==> src/rtl/spectrum_bin_writer.sv <==
// rtl/spectrum_bin_writer.sv - peak-hold bin writer feeding port B of the spectrum buffer RAM
// Optional SPECTRUM_PEAK_HOLD_EN: read-modify-write peak hold plus periodic decay; otherwise direct writes.
module spectrum_bin_writer #(
  parameter int ADDR_W      = 13,
  parameter int DATA_W      = 8,
  parameter int NUM_BINS    = 480,
  parameter int DECAY_STEP  = 1,
  parameter int DECAY_EVERY = 2
) (
  input  logic              sys_clk,
  input  logic              sys_rst_n,
  input  logic              s_valid,
  output logic              s_ready,
  input  logic [ADDR_W-1:0] s_bin,
  input  logic [DATA_W-1:0] s_mag,
  input  logic              s_last,
  output logic [ADDR_W-1:0] ram_ad,
  output logic [DATA_W-1:0] ram_din,
  input  logic [DATA_W-1:0] ram_dout,
  output logic              ram_ce,
  output logic              ram_wre,
  output logic              ram_oce,
  output logic              frame_done,
  output logic              busy
);

  localparam logic [ADDR_W-1:0] LAST_ADDR = ADDR_W'(NUM_BINS - 1);
  localparam logic [ADDR_W-1:0] BIN_LIMIT = ADDR_W'(NUM_BINS);

`ifdef SPECTRUM_PEAK_HOLD_EN
  typedef enum logic [2:0] {CLR, IDLE, RD, WR, DRD, DWR, DONE} state_t;
  localparam int CNT_W = (DECAY_EVERY > 1) ? $clog2(DECAY_EVERY) : 1;
  localparam logic [CNT_W-1:0]  CNT_LAST = CNT_W'(DECAY_EVERY - 1);
  localparam logic [DATA_W-1:0] STEP     = DATA_W'(DECAY_STEP);
`else
  typedef enum logic [1:0] {CLR, IDLE, DONE} state_t;
`endif

  state_t              r_state;
  state_t              w_next;
  logic [ADDR_W-1:0]   r_addr;
  logic                w_ready;
  logic                w_hs;
  logic                w_in_range;
  logic                w_ce;
  logic                w_wre;
  logic [ADDR_W-1:0]   w_ad;
  logic [DATA_W-1:0]   w_din;
  logic                w_addr_step;

`ifdef SPECTRUM_PEAK_HOLD_EN
  logic [ADDR_W-1:0]   r_bin;
  logic [DATA_W-1:0]   r_mag;
  logic                r_last;
  logic [CNT_W-1:0]    r_frame_cnt;
  logic                w_eof;
  logic                w_decay_now;
  logic [DATA_W-1:0]   w_peak;
  logic [DATA_W-1:0]   w_decayed;

  assign w_ready     = (r_state == IDLE);
  assign w_decay_now = (r_frame_cnt == CNT_LAST);
  assign w_peak      = (ram_dout > r_mag) ? ram_dout : r_mag;
  assign w_decayed   = (ram_dout > STEP) ? (ram_dout - STEP) : '0;
`else
  logic                w_unused_dout;

  assign w_ready       = (r_state == IDLE) || (r_state == DONE);
  assign w_unused_dout = ^ram_dout;
`endif

  assign w_hs       = s_valid & w_ready;
  assign w_in_range = (s_bin < BIN_LIMIT);

  always_ff @(posedge sys_clk) begin
    if (!sys_rst_n) r_state <= CLR;
    else            r_state <= w_next;
  end

  always_ff @(posedge sys_clk) begin
    if (!sys_rst_n) begin
      r_addr <= '0;
`ifdef SPECTRUM_PEAK_HOLD_EN
      r_bin       <= '0;
      r_mag       <= '0;
      r_last      <= 1'b0;
      r_frame_cnt <= '0;
`endif
    end else begin
      // The sweep address wraps to 0 so the next clear/decay pass starts at bin 0.
      if (w_addr_step) r_addr <= (r_addr == LAST_ADDR) ? '0 : r_addr + 1'b1;
`ifdef SPECTRUM_PEAK_HOLD_EN
      if (r_state == IDLE && w_hs && w_in_range) begin
        r_bin  <= s_bin;
        r_mag  <= s_mag;
        r_last <= s_last;
      end
      if (w_eof) r_frame_cnt <= w_decay_now ? '0 : r_frame_cnt + 1'b1;
`endif
    end
  end

  always_comb begin
    w_next      = r_state;
    w_ce        = 1'b0;
    w_wre       = 1'b0;
    w_ad        = r_addr;
    w_din       = '0;
    w_addr_step = 1'b0;
`ifdef SPECTRUM_PEAK_HOLD_EN
    w_eof       = 1'b0;
`endif
    case (r_state)
      CLR: begin
        w_ce        = 1'b1;
        w_wre       = 1'b1;
        w_addr_step = 1'b1;
        if (r_addr == LAST_ADDR) w_next = IDLE;
      end
`ifdef SPECTRUM_PEAK_HOLD_EN
      IDLE: begin
        if (w_hs) begin
          if (w_in_range) begin
            w_next = RD;
          end else if (s_last) begin
            w_eof  = 1'b1;
            w_next = w_decay_now ? DRD : DONE;
          end
        end
      end
      RD: begin
        w_ad   = r_bin;
        w_ce   = 1'b1;
        w_next = WR;
      end
      WR: begin
        w_ad  = r_bin;
        w_ce  = 1'b1;
        w_wre = 1'b1;
        w_din = w_peak;
        if (r_last) begin
          w_eof  = 1'b1;
          w_next = w_decay_now ? DRD : DONE;
        end else begin
          w_next = IDLE;
        end
      end
      DRD: begin
        w_ce   = 1'b1;
        w_next = DWR;
      end
      DWR: begin
        w_ce        = 1'b1;
        w_wre       = 1'b1;
        w_din       = w_decayed;
        w_addr_step = 1'b1;
        w_next      = (r_addr == LAST_ADDR) ? DONE : DRD;
      end
      DONE: w_next = IDLE;
`else
      // DONE keeps accepting so the stream never stalls at a frame boundary.
      IDLE, DONE: begin
        w_next = IDLE;
        if (w_hs) begin
          if (w_in_range) begin
            w_ce  = 1'b1;
            w_wre = 1'b1;
            w_ad  = s_bin;
            w_din = s_mag;
          end
          if (s_last) w_next = DONE;
        end
      end
`endif
      default: w_next = CLR;
    endcase
  end

  assign s_ready    = w_ready & sys_rst_n;
  assign ram_ce     = w_ce & sys_rst_n;
  assign ram_wre    = w_wre & sys_rst_n;
  assign ram_ad     = sys_rst_n ? w_ad : '0;
  assign ram_din    = sys_rst_n ? w_din : '0;
  assign ram_oce    = 1'b1;
  assign frame_done = (r_state == DONE) & sys_rst_n;
  assign busy       = (r_state != IDLE);

endmodule

==> config.mk <==
export PLATFORM = sky130hd
export DESIGN_NAME = spectrum_bin_writer
export DESIGN_NICKNAME = d
export VERILOG_FILES = /design/src/rtl/spectrum_bin_writer.sv
export SDC_FILE = /design/constraint.sdc
export NUM_CORES = 1
export LEC_CHECK = 0
export CAP_MARGIN = 20
export CORE_MARGIN = 1.5
export CORE_UTILIZATION = 39
export DETAILED_ROUTE_END_ITERATION = 7
export GPL_ROUTABILITY_DRIVEN = 0
export GPL_TIMING_DRIVEN = 0
export PLACE_DENSITY = 0.79
export SYNTH_ARGS = -nofsm -noshare
export SYNTH_HDL_FRONTEND = slang
export SYNTH_SLANG_ARGS = --single-unit
==> constraint.sdc <==
create_clock -name sys_clk -period 2.4 [get_ports sys_clk]
set_input_delay 0.48 -clock sys_clk [delete_from_list [all_inputs] [get_ports sys_clk]]
set_output_delay 0.48 -clock sys_clk [all_outputs]
set_load 0.1 [all_outputs]
==> results.cfg <==
[clock_network]
cts-root-buf = clkbuf_4
clock_latency_ns = 0.30
path_clk_slew_ns = 0.11
htreeDepth = 1
cts_buffer_depth = 2
cts_sinks = 15
cts_buffers = 3
cts_tree = built

[timing]
finalCritPeriodShare_pct = 101.0
relSlewSlack_pct = 63.92
fin_hold_ws_ns = 0.4965
tns_ns = -0.04867
finalHoldViolations = 0
tightest_slew_ns = 0.5436
slew_violations = 0
finalSetupViolCount = 4
rsz0062_at_grt = true
fmax_mhz = 412.7
layout_min_cycle_time_ns = 2.423
fin_skew_ns = 0.005237
setup_slack_ns = -0.02332

[route]
vias = 1413
drc_errors = 0
viasPerCell = 5.863
routed_wl_mm = 3.982
drtIter0Drc = 57
wl_per_cell_um = 16.52
first_pass_iters = 6
ant_nets = 0

[layout]
final_cell_area_um2 = 2110
insertedDiodeCount = 0
nets = 249
n_fill_cell = 198
multi_input_area_um2 = 955.9
drive_above_1_share_pct = 45.24
utilization_pct = 75.84
seqCellArea_um2 = 302.8
fin_cells = 241
syn_to_final_growth_pct = 81.49

[grt]
grt_max_degree = 11
overflow = 0
antenna_found_initial = 0
grt_pass1_wl_mm = 6.313
grt_usage_pct = 24.40
grt_pass1_vias = 1362

[pwr]
p_sw_share_pct = 33.03
internal-power_mw = 0.3859
clkPwrFrac_pct = 28.5
total_power_mw = 0.5761
power_switching_mw = 0.1903
power_leakage_nw = 0.9132
combinationalPowerShare_pct = 26.4
power_frac_seq_pct = 45.1
peakVddDrop_mv = 0.2982
pwr_density_cell_nw_per_um2 = 273.1

[yosys]
synth.distinct_cells = 37
synthesis.area_um2 = 1162
postSynthCellCount = 145
syn-num-nets = 183
yosysSeqAreaShare_pct = 25.83
synth-seq-cells = 15
yosysWarnings = 0
avgSynthCellArea_um2 = 8.016

[worst_hold_path]
min_from = r_addr[12]
hold_path_class = reg2reg

[setup_path]
critPathCaptureType = primary output
critPathTopFamily = buffers and inverters
max_stage_delay_ns = 0.36
arrival_ns = 1.94
crit_path_top_delay_cell = dfxtp_2
r2r-start = r_addr[3]
critPathLaunch = r_state[0]
cp.buffers_inverters = 4
cp-start-kind = register
required_ns = 1.92
path_cells = inv_2, ha_4, nand4_1, buf_4, buf_8, mux2i_4, nor2b_4, buf_12
critPathMaxFanout = 5
crit_type = reg2out

[flow_run]
cap_viol_max_count = 0

[run_status]
status = finished with violations
violations = negative setup slack

[place]
portBuffers = 50
dp_worst_setup_slack_ns = -1.355
place_area_um2 = 1826
hpwl_mm = 2.568
place_inst = 226

[die]
pin_count = 60
core_um2 = 2781
num_rows = 19
die_h_um = 57.60
dieArea_um2 = 3317
start_util_pct = 41.79
dieWidth_um = 57.60
-- worst reg2reg max path: cells and delay by family, from the launching register on --
family | cells | cell delay (ns)
compound gates | 1 | 0.23
flops | 1 | 0.32
buf+inv | 2 | 0.47
simple gates | 3 | 1.04
-- power groups by stage --
stage	Combinational, mW	Clock, mW	Sequential, mW
2_1_floorplan	0.0840	0	0.263
3_3_place_gp	0.142	0	0.264
3_5_place_dp	0.144	0	0.265
4_1_cts	0.143	0.152	0.259
5_1_grt	0.159	0.166	0.261
6_report	0.152	0.164	0.260
-- path summary, 6_finish.rpt --
kind,endpoint,slack [ns],cells after the start
worst min register to register,r_addr[12],0.50,2
worst max-delay path,ram_ad[3],-0.02,8
worst max register to register,r_addr[6],0.24,6
worst min-delay path,r_addr[12],0.50,2
-- layout by cell type (no fill, tap or decap), types with 3 or more instances in the layout --
master            n
mux2i_2           3
nand3_1           9
buf_4            14
mux2i_1           3
nand4_1           8
buf_6             8
nor3_1            5
clkdlybuf4s50_1  15
buf_12           12
and3_2           14
dfxtp_1          13
and2_1            5
clkbuf_2          5
dlygate4sd2_1     6
clkbuf_4          5
nor2b_4           9
clkbuf_1          3
o21ai_0           4
nand2_1          10
a21boi_0          4
ha_1              4
buf_8             3
-- kinds of logic after synthesis --
logic type | count (synthesis) | share of synthesized area [%]
AOI/OAI and AO/OA | 18 | 11.30
xor gates and xnor gates | 3 | 2.261
adders and majority gates | 5 | 5.382
buffers and inverters | 15 | 6.135
DFF | 15 | 25.83
muxes | 9 | 7.858
other | 1 | 0.3226
and+or+nand+nor | 79 | 40.90
-- state kept, by name, indices dropped and copies added (netlist names) --
signal	flops
r_addr	13
r_state	2
-- what timing repair did --
item | in CTS | in global routing
endpoints found under the hold margin | 0 | 0
pin swaps | 4 | 1
resized for setup | 200 | 36
hold buffers | 0 | 0
gates cloned | 1 | 0
buffers inserted | 7 | 3
setup endpoints to repair | 26 | 22
-- layer usage --
layer	share of wire [%]	GRT usage [%]	routed length, um	vias up
li1	-	-	-	655
met1	40	29.67	1609	669
met2	51	44.64	2038	80
met3	6.8	1.814	271	9
met4	1.6	8.638	63	0
met5	0	0	0	-
-- cell type report --
cell class | instances | area share (%)
plain buffers | 11 | 4.033
clock buffers | 3 | 1.068
clock inverters | 1 | 0.2372
inverters | 4 | 0.7117
multi-input cells | 115 | 45.31
flip-flops and latches | 15 | 14.35
well taps | 31 | 1.839
repair buffers | 61 | 32.44
-- synthesized netlist by cell type, drive strengths merged --
cell,instances,area [um^2]
and3,15,96.34
dfxtp,15,300.3
nor2b,12,75.07
nand2,10,37.54
nand3,10,50.05
clkbuf,8,30.03
mux2i,8,80.08
nand4,8,50.05
a21boi,6,48.80
and2,5,31.28
ha,5,62.56
nor3,5,25.02
inv,4,15.01
o21ai,4,20.02
buf,3,26.27
nor4,3,18.77
a21oi,2,10.01
and4,2,18.77
nand2b,2,12.51
nand3b,2,15.01
nand4b,2,17.52
o31a,2,17.52
or4,2,18.77
xnor2,2,17.52
a211o,1,8.760
conb,1,3.750
mux2,1,11.26
o211ai,1,7.510
o221a,1,11.26
o31ai,1,7.510
or3b,1,8.760
xor2,1,8.760
Note: power is estimated with default switching activity, not from simulation.
